<file path="config.mk">
export PLATFORM = sky130hd
export DESIGN_NAME = coke_change_dispenser
export DESIGN_NICKNAME = d
export VERILOG_FILES = /design/src/rtl/coke_pkg.sv /design/src/rtl/coke_change_dispenser_inventory.sv /design/src/rtl/coke_change_dispenser.sv
export SDC_FILE = /design/constraint.sdc
export NUM_CORES = 1
export LEC_CHECK = 0
export CELL_PAD_IN_SITES_DETAIL_PLACEMENT = 2
export CELL_PAD_IN_SITES_GLOBAL_PLACEMENT = 2
export CORE_MARGIN = 1.5
export CORE_UTILIZATION = 35
export DETAILED_ROUTE_END_ITERATION = 7
export HOLD_SLACK_MARGIN = 0.05
export MAX_ROUTING_LAYER = met4
export PLACE_DENSITY_LB_ADDON = 0.2
export SETUP_SLACK_MARGIN = 0.1
export SYNTH_ARGS = -nofsm -noshare
export SYNTH_HDL_FRONTEND = slang
export SYNTH_SLANG_ARGS = --single-unit
</file>
<file path="constraint.sdc">
create_clock -name clk -period 3.15 [get_ports clk]
set_input_delay 0.945 -clock clk [delete_from_list [all_inputs] [get_ports clk]]
set_output_delay 0.945 -clock clk [all_outputs]
set_load 0.01 [all_outputs]
</file>
<file path="src/rtl/coke_pkg.sv">
// coke_pkg: shared types and constants for the coke change dispenser.
//   state_t      : payout FSM states
//   DEN_*        : coin face values in credit units
//   COIN_*       : one-hot hopper codes, bit order {ten,five,two,one}
package coke_pkg;

    typedef enum logic [2:0] {
        ST_IDLE,
        ST_SELECT,
        ST_WAIT_ACK,
        ST_GAP,
        ST_DONE
    } state_t;

    localparam int unsigned DEN_TEN  = 10;
    localparam int unsigned DEN_FIVE = 5;
    localparam int unsigned DEN_TWO  = 2;
    localparam int unsigned DEN_ONE  = 1;

    localparam logic [3:0] COIN_TEN  = 4'b1000;
    localparam logic [3:0] COIN_FIVE = 4'b0100;
    localparam logic [3:0] COIN_TWO  = 4'b0010;
    localparam logic [3:0] COIN_ONE  = 4'b0001;

endpackage

</file>
<file path="src/rtl/coke_change_dispenser_inventory.sv">
// coin_inventory: per-denomination coin counters and sticky jam flags.
// Ports:
//   clk, rst_n   : clock, asynchronous active-low reset (loads INIT_*, clears jam)
//   load         : reload all counters to INIT_* and clear jam flags
//   dec_onehot   : decrement the selected counter by one
//   jam_onehot   : set the selected jam flag
//   nonempty     : counter != 0, bit order {ten,five,two,one}
//   jam          : sticky jam flags, bit order {ten,five,two,one}
module coin_inventory #(
    parameter int INV_W     = 4,
    parameter int INIT_TEN  = 4,
    parameter int INIT_FIVE = 4,
    parameter int INIT_TWO  = 8,
    parameter int INIT_ONE  = 8
) (
    input  logic       clk,
    input  logic       rst_n,
    input  logic       load,
    input  logic [3:0] dec_onehot,
    input  logic [3:0] jam_onehot,
    output logic [3:0] nonempty,
    output logic [3:0] jam
);

    logic [INV_W-1:0] inv [4];

    always_ff @(posedge clk or negedge rst_n) begin
        if (!rst_n) begin
            inv[3] <= INV_W'(INIT_TEN);
            inv[2] <= INV_W'(INIT_FIVE);
            inv[1] <= INV_W'(INIT_TWO);
            inv[0] <= INV_W'(INIT_ONE);
            jam    <= '0;
        end else if (load) begin
            inv[3] <= INV_W'(INIT_TEN);
            inv[2] <= INV_W'(INIT_FIVE);
            inv[1] <= INV_W'(INIT_TWO);
            inv[0] <= INV_W'(INIT_ONE);
            jam    <= '0;
        end else begin
            for (int i = 0; i < 4; i++) begin
                if (dec_onehot[i]) inv[i] <= inv[i] - INV_W'(1);
                if (jam_onehot[i]) jam[i] <= 1'b1;
            end
        end
    end

    always_comb begin
        for (int i = 0; i < 4; i++) nonempty[i] = (inv[i] != '0);
    end

endmodule

</file>
<file path="src/rtl/coke_change_dispenser.sv">
// coke_change_dispenser: computes change on a vend and pays it out greedily
// (10,5,2,1) through a one-coin-at-a-time hopper handshake.
// Ports:
//   clk, rst_n        : clock, asynchronous active-low reset
//   vend_start/credit : vend request with total inserted credit (IDLE only)
//   refill            : reload inventories and clear jams (IDLE only, vend wins)
//   coin_valid/coin_sel/coin_ack : hopper request, one-hot coin, hopper ack
//   busy              : payout in progress
//   done              : one-cycle end-of-payout pulse
//   refund/short_change/change_left : payout result, held until next vend
//   jam               : sticky per-denomination jam flags
module coke_change_dispenser
    import coke_pkg::*;
#(
    parameter int PRICE       = 15,
    parameter int CREDIT_W    = 6,
    parameter int INV_W       = 4,
    parameter int INIT_TEN    = 4,
    parameter int INIT_FIVE   = 4,
    parameter int INIT_TWO    = 8,
    parameter int INIT_ONE    = 8,
    parameter int ACK_TIMEOUT = 16
) (
    input  logic                clk,
    input  logic                rst_n,
    input  logic                vend_start,
    input  logic [CREDIT_W-1:0] credit,
    input  logic                refill,
    output logic                coin_valid,
    output logic [3:0]          coin_sel,
    input  logic                coin_ack,
    output logic                busy,
    output logic                done,
    output logic                refund,
    output logic                short_change,
    output logic [CREDIT_W-1:0] change_left,
    output logic [3:0]          jam
);

    localparam int TMR_W = $clog2(ACK_TIMEOUT + 1);

    function automatic logic [CREDIT_W-1:0] coin_value(input logic [3:0] oh);
        case (oh)
            COIN_TEN:  return CREDIT_W'(DEN_TEN);
            COIN_FIVE: return CREDIT_W'(DEN_FIVE);
            COIN_TWO:  return CREDIT_W'(DEN_TWO);
            COIN_ONE:  return CREDIT_W'(DEN_ONE);
            default:   return '0;
        endcase
    endfunction

    state_t              state, state_d;
    logic [CREDIT_W-1:0] remain, remain_d, left_d;
    logic [3:0]          sel_d, pick, dec_oh, jam_oh, nonempty;
    logic [TMR_W-1:0]    tmr, tmr_d;
    logic                cv_d, busy_d, done_d, refund_d, short_d, load;

    coin_inventory #(
        .INV_W(INV_W), .INIT_TEN(INIT_TEN), .INIT_FIVE(INIT_FIVE),
        .INIT_TWO(INIT_TWO), .INIT_ONE(INIT_ONE)
    ) u_inv (
        .clk(clk), .rst_n(rst_n), .load(load),
        .dec_onehot(dec_oh), .jam_onehot(jam_oh),
        .nonempty(nonempty), .jam(jam)
    );

    // Greedy choice: largest coin that fits, is in stock and is not jammed.
    always_comb begin
        pick = '0;
        if (remain >= CREDIT_W'(DEN_TEN) && nonempty[3] && !jam[3])
            pick = COIN_TEN;
        else if (remain >= CREDIT_W'(DEN_FIVE) && nonempty[2] && !jam[2])
            pick = COIN_FIVE;
        else if (remain >= CREDIT_W'(DEN_TWO) && nonempty[1] && !jam[1])
            pick = COIN_TWO;
        else if (remain >= CREDIT_W'(DEN_ONE) && nonempty[0] && !jam[0])
            pick = COIN_ONE;
    end

    always_comb begin
        state_d  = state;
        remain_d = remain;
        sel_d    = coin_sel;
        cv_d     = coin_valid;
        tmr_d    = tmr;
        busy_d   = busy;
        done_d   = 1'b0;
        refund_d = refund;
        short_d  = short_change;
        left_d   = change_left;
        dec_oh   = '0;
        jam_oh   = '0;
        load     = 1'b0;
        case (state)
            ST_IDLE: begin
                if (vend_start) begin
                    remain_d = (credit >= CREDIT_W'(PRICE)) ? credit - CREDIT_W'(PRICE) : credit;
                    refund_d = (credit < CREDIT_W'(PRICE));
                    short_d  = 1'b0;
                    left_d   = '0;
                    busy_d   = 1'b1;
                    state_d  = ST_SELECT;
                end else if (refill) begin
                    load = 1'b1;
                end
            end
            ST_SELECT: begin
                if (remain == '0 || pick == '0) begin
                    done_d  = 1'b1;
                    short_d = (remain != '0);
                    left_d  = remain;
                    state_d = ST_DONE;
                end else begin
                    sel_d   = pick;
                    cv_d    = 1'b1;
                    tmr_d   = '0;
                    state_d = ST_WAIT_ACK;
                end
            end
            ST_WAIT_ACK: begin
                // An ack in the final timeout cycle still counts as a payout.
                if (coin_ack) begin
                    dec_oh   = coin_sel;
                    remain_d = remain - coin_value(coin_sel);
                    cv_d     = 1'b0;
                    state_d  = ST_GAP;
                end else if (tmr == TMR_W'(ACK_TIMEOUT - 1)) begin
                    jam_oh  = coin_sel;
                    cv_d    = 1'b0;
                    state_d = ST_GAP;
                end else begin
                    tmr_d = tmr + TMR_W'(1);
                end
            end
            ST_GAP: state_d = ST_SELECT;
            ST_DONE: begin
                busy_d  = 1'b0;
                state_d = ST_IDLE;
            end
            default: state_d = ST_IDLE;
        endcase
    end

    always_ff @(posedge clk or negedge rst_n) begin
        if (!rst_n) begin
            state        <= ST_IDLE;
            remain       <= '0;
            coin_sel     <= '0;
            coin_valid   <= 1'b0;
            tmr          <= '0;
            busy         <= 1'b0;
            done         <= 1'b0;
            refund       <= 1'b0;
            short_change <= 1'b0;
            change_left  <= '0;
        end else begin
            state        <= state_d;
            remain       <= remain_d;
            coin_sel     <= sel_d;
            coin_valid   <= cv_d;
            tmr          <= tmr_d;
            busy         <= busy_d;
            done         <= done_d;
            refund       <= refund_d;
            short_change <= short_d;
            change_left  <= left_d;
        end
    end

endmodule

</file>
==> summary by stage <==
Floorplan
The die is 90.2 um wide. From bottom edge to top edge, the die measures 90.2 um. For this configuration, the core starts out at a cell density of 0.365. The number of primary I/O pins is 30.

The die footprint is 0.00814 mm2. Row generation in the floorplan step produced 31 rows. The core region is 0.00729 mm2.

STA
The measured slew at the worst slew-check pin is 638 ps. After layout, the minimum clock period comes to 2550 ps. Setup total negative slack on the finished layout was measured at 0 ps. The total count of hold-check failures in the final report came to 0.

The final max-slew violation count is 0. The remaining max-slew budget at the tightest pin is 0.574. Setup repair after global routing left no endpoint under its margin. The final setup violation count is 0. Timing would allow up to 0.392 GHz. Of the available clock period, the critical path in the final layout requires 0.810. The worst clock skew on the final layout is between 3 and 4 ps.

Clock tree
The number of cells upsized or downsized after cts is 0. The clock latency reported for the late side of the worst-skew pair is ~300 ps. For this design, the CTS-stage hold fixing added 0 buffers. The cell sitting at the root of the clock tree is a sky130_fd_sc_hd__clkbuf_8. The number of levels the H-tree was split into is 2. After clock tree synthesis, the clock-pin slew on the worst setup and hold paths is 90 ps.

The number of clock buffers added by TritonCTS is 5. TritonCTS built the clock tree. The post-CTS setup repair buffer count is 0. The number of buffers on the longest clock path is 2. Clock tree synthesis found a total of 49 sinks.

Logic synthesis
The area share of xor/xnor cells in the synthesized design is 0.0592. The number of different library cells in the post-synthesis netlist is 48. Of the total synthesized cell area, the portion taken by AND, OR, NAND and NOR gates is 0.207.

Measured against the total synthesized area, the mux share comes to 0.0113. Synthesis inferred 49 register bits. The count of yosys warnings during synthesis is 0. The average instance in the mapped netlist occupies approximately 10 um2. The area share of the leading cell type in the synthesized netlist is 0.423. Of the synthesized area, sequential elements account for 0.462. By area, the combinational part of the netlist is dominated by simple AND/OR/NAND/NOR gates. Synthesis produced a netlist whose cell count is approximately 270. Sorting the synthesized cells by area gives the leading types as sky130_fd_sc_hd__dfrtp_1 (42%), sky130_fd_sc_hd__ha_1 (5.2%), sky130_fd_sc_hd__nor2_1 (4.9%), sky130_fd_sc_hd__a21oi_1 (4.5%), sky130_fd_sc_hd__dfstp_2 (3.9%). The library cell with the largest summed area after synthesis is sky130_fd_sc_hd__dfrtp_1. The number of nets handed over by synthesis was 296.

The synthesized cell area is 0.00266 mm2. The most common flop cell mapped by yosys is sky130_fd_sc_hd__dfrtp_1. The synthesized-area fraction occupied by ao, oa, aoi and oai cells is 0.169. The async set-reset flop share out of synthesis is 1.00.

Of the total synthesized cell area, the portion taken by full adders, half adders and majority gates is 0.0592. The number of flops mapped to enable cells by yosys is 0.

Worst setup path
Together, buffers and inverters on the worst path number 0. In this design, the stage delay of the slowest critical-path cell is 690 ps. The worst setup path is launched from a register.

Walking the worst path, the cells encountered are or4b_2, ha_1, nor2_1, a21oi_1, a211oi_1, a31oi_1, o22a_1. The class of the most critical setup path is reg2reg. The kind of cell adding the most delay to the critical path is compound AO/OA/AOI/OAI gates. Along the worst path, the maximum fanout reaches 9. On the critical path, the stage with the largest delay is an instance of sky130_fd_sc_hd__or4b_2. For the worst setup path, the data arrival time is approximately 2800 ps. At the worst endpoint, the required time is about 3400 ps. The endpoint type of the worst setup path is a register.

Layout
The leading cell type in the layout, fill and taps excluded is sky130_fd_sc_hd__dfrtp_1. In the final design database the tool counted between 300 and 400 nets. Once layout is complete, the utilization of the core stands at 0.434.

In the layout the commonest cells are sky130_fd_sc_hd__dfrtp_1 (45), sky130_fd_sc_hd__nor2_1 (35), sky130_fd_sc_hd__clkdlybuf4s50_1 (28), sky130_fd_sc_hd__a21oi_1 (24), sky130_fd_sc_hd__nand3_1 (15). In the final layout, the share of cells above drive strength 1 is 0.101. The antenna cell count is 0. Relative to the synthesized area, the layout overhead comes to 19.0%.

GRT
Entering global routing, the biggest net connects 50 pins. met2 is the most crowded layer. The initial antenna violation count is 0. The met1 global-route usage is 0.259. The total congestion overflow after global routing is 0. Across every metal layer, demand over resource in global routing totals 0.194. The via count of the first global-routing pass is between 2000 and 2500. The met2 track demand over resource in global routing is 0.313. For met3 alone, demand over resource in global routing was 0.0296. The first global-routing pass estimated 12400 um of wire.

Detailed routing
The detail route stage leaves a number of antenna-violating nets equal to 0. After detailed routing, the number of vias per cell comes to around 5.4. In the final routed layout, each cell accounts on average for around 17 um. The initial DRC count is just over 80.

The routed wire length is 7120 um. The number of design rule violations left after detail routing is 0. The total via count after detailed routing is approximately 2200.

The first-pass iteration count of the detailed router is 4.

Power
Power spread over the standard cell area amounts to just under 900 mW/mm2. The peak supply drop is 0.420 mV. The total leakage power is between 1 and 1.5 nW.

Placed design
Routability-driven placement finished with a final weighted congestion of between 0.7 and 0.8. The HPWL after detailed placement is 5330 um. Buffers placed on the I/O ports in this run total 29.

Run status
The run finished with clean final reports.

Job
Max-cap violations in this run came to 0.

Worst hold path
The path class of the tightest hold or removal check is reg2reg.
## state kept, by name, indices dropped and copies added (netlist names)
name and cells:
u_inv.inv 16, change_left 6, remain 6, tmr 5, coin_sel 4, u_inv.jam 4, state 3, busy 1
coin_valid 1, done 1, refund 1, short_change 1
## worst paths after layout
check / endpoint / slack (ps) / depth (start not counted) / from
worst max-delay path: remain[5] / 600 / 7 / coin_sel[1]
worst min register to register: u_inv.inv[12] / 520 / 1 / u_inv.inv[12]
worst max register to register: remain[5] / 600 / 7 / coin_sel[1]
max in group asynchronous: tmr[3] / 1980 / 2 / rst_n
min in group asynchronous: change_left[3] / 740 / 2 / rst_n
worst min-delay path: u_inv.inv[12] / 520 / 1 / u_inv.inv[12]
## layer usage
metal  vias to the layer above  wire length, um
met5                         -                0
met4                         0               61
met3                         5              139
met2                        27             3480
met1                      1135             3440
li1                       1039                -
## cells in the mapped netlist, types with 2 or more instances
cell / n
sky130_fd_sc_hd__clkbuf_1: 7
sky130_fd_sc_hd__dfrtp_1: 45
sky130_fd_sc_hd__mux2i_1: 3
sky130_fd_sc_hd__and3_1: 5
sky130_fd_sc_hd__inv_1: 14
sky130_fd_sc_hd__nand3b_1: 2
sky130_fd_sc_hd__ha_1: 11
sky130_fd_sc_hd__nor2_1: 35
sky130_fd_sc_hd__dfstp_2: 4
sky130_fd_sc_hd__nand4_1: 5
sky130_fd_sc_hd__nor2b_1: 2
sky130_fd_sc_hd__nor3_4: 2
sky130_fd_sc_hd__o21ai_1: 9
sky130_fd_sc_hd__nand3_1: 15
sky130_fd_sc_hd__xor2_1: 8
sky130_fd_sc_hd__a21oi_1: 24
sky130_fd_sc_hd__a211oi_1: 4
sky130_fd_sc_hd__o21ai_0: 6
sky130_fd_sc_hd__a221oi_2: 3
sky130_fd_sc_hd__nand2_1: 13
sky130_fd_sc_hd__a31oi_1: 2
sky130_fd_sc_hd__nor3_1: 8
sky130_fd_sc_hd__nand2_2: 2
sky130_fd_sc_hd__xnor2_1: 10
sky130_fd_sc_hd__nor3b_1: 2
sky130_fd_sc_hd__nor4_1: 3
sky130_fd_sc_hd__a22o_1: 8
## layout make-up
class	count	area (um2)
tap	99	124
sequential	49	1230
multi-input combinational	202	1350
clock inverter	2	10.0
timing repair buffer	35	330
clock buffer	6	72.6
inverter	14	52.6
fill	816	4120
## kinds of logic (layout without fill, tap and decap cells)
logic type / after synthesis / in the layout
buf+inv: 22 / 57
flops: 49 / 49
compound gates: 67 / 67
simple gates: 102 / 102
xor+xnor: 18 / 18
fa+ha+maj: 12 / 12
mux: 3 / 3
## stage by stage
| step | setup slack [ps] | std cells | cell area [um2] | power (mW) | hold slack [ps] |
|---|---|---|---|---|---|
| after floorplan | 740 | 273 | 2660 | 1.93 | 482 |
| after global placement | 488 | 399 | 3090 | 2.33 | 483 |
| after detailed placement | 390 | 399 | 3090 | 2.40 | 504 |
| after CTS | 579 | 407 | 3170 | 2.79 | 528 |
| after global routing | 457 | 407 | 3170 | 3.01 | 543 |
| final | 600 | 407 | 3170 | 2.76 | 518 |
## where the power goes
group / leakage (nW) / switching, mW / internal, mW
Clock: 0.0450 / 0.219 / 0.155
Sequential: 0.631 / 0.220 / 0.826
Combinational: 0.705 / 0.794 / 0.543
Power figures use the tool's default switching activity.
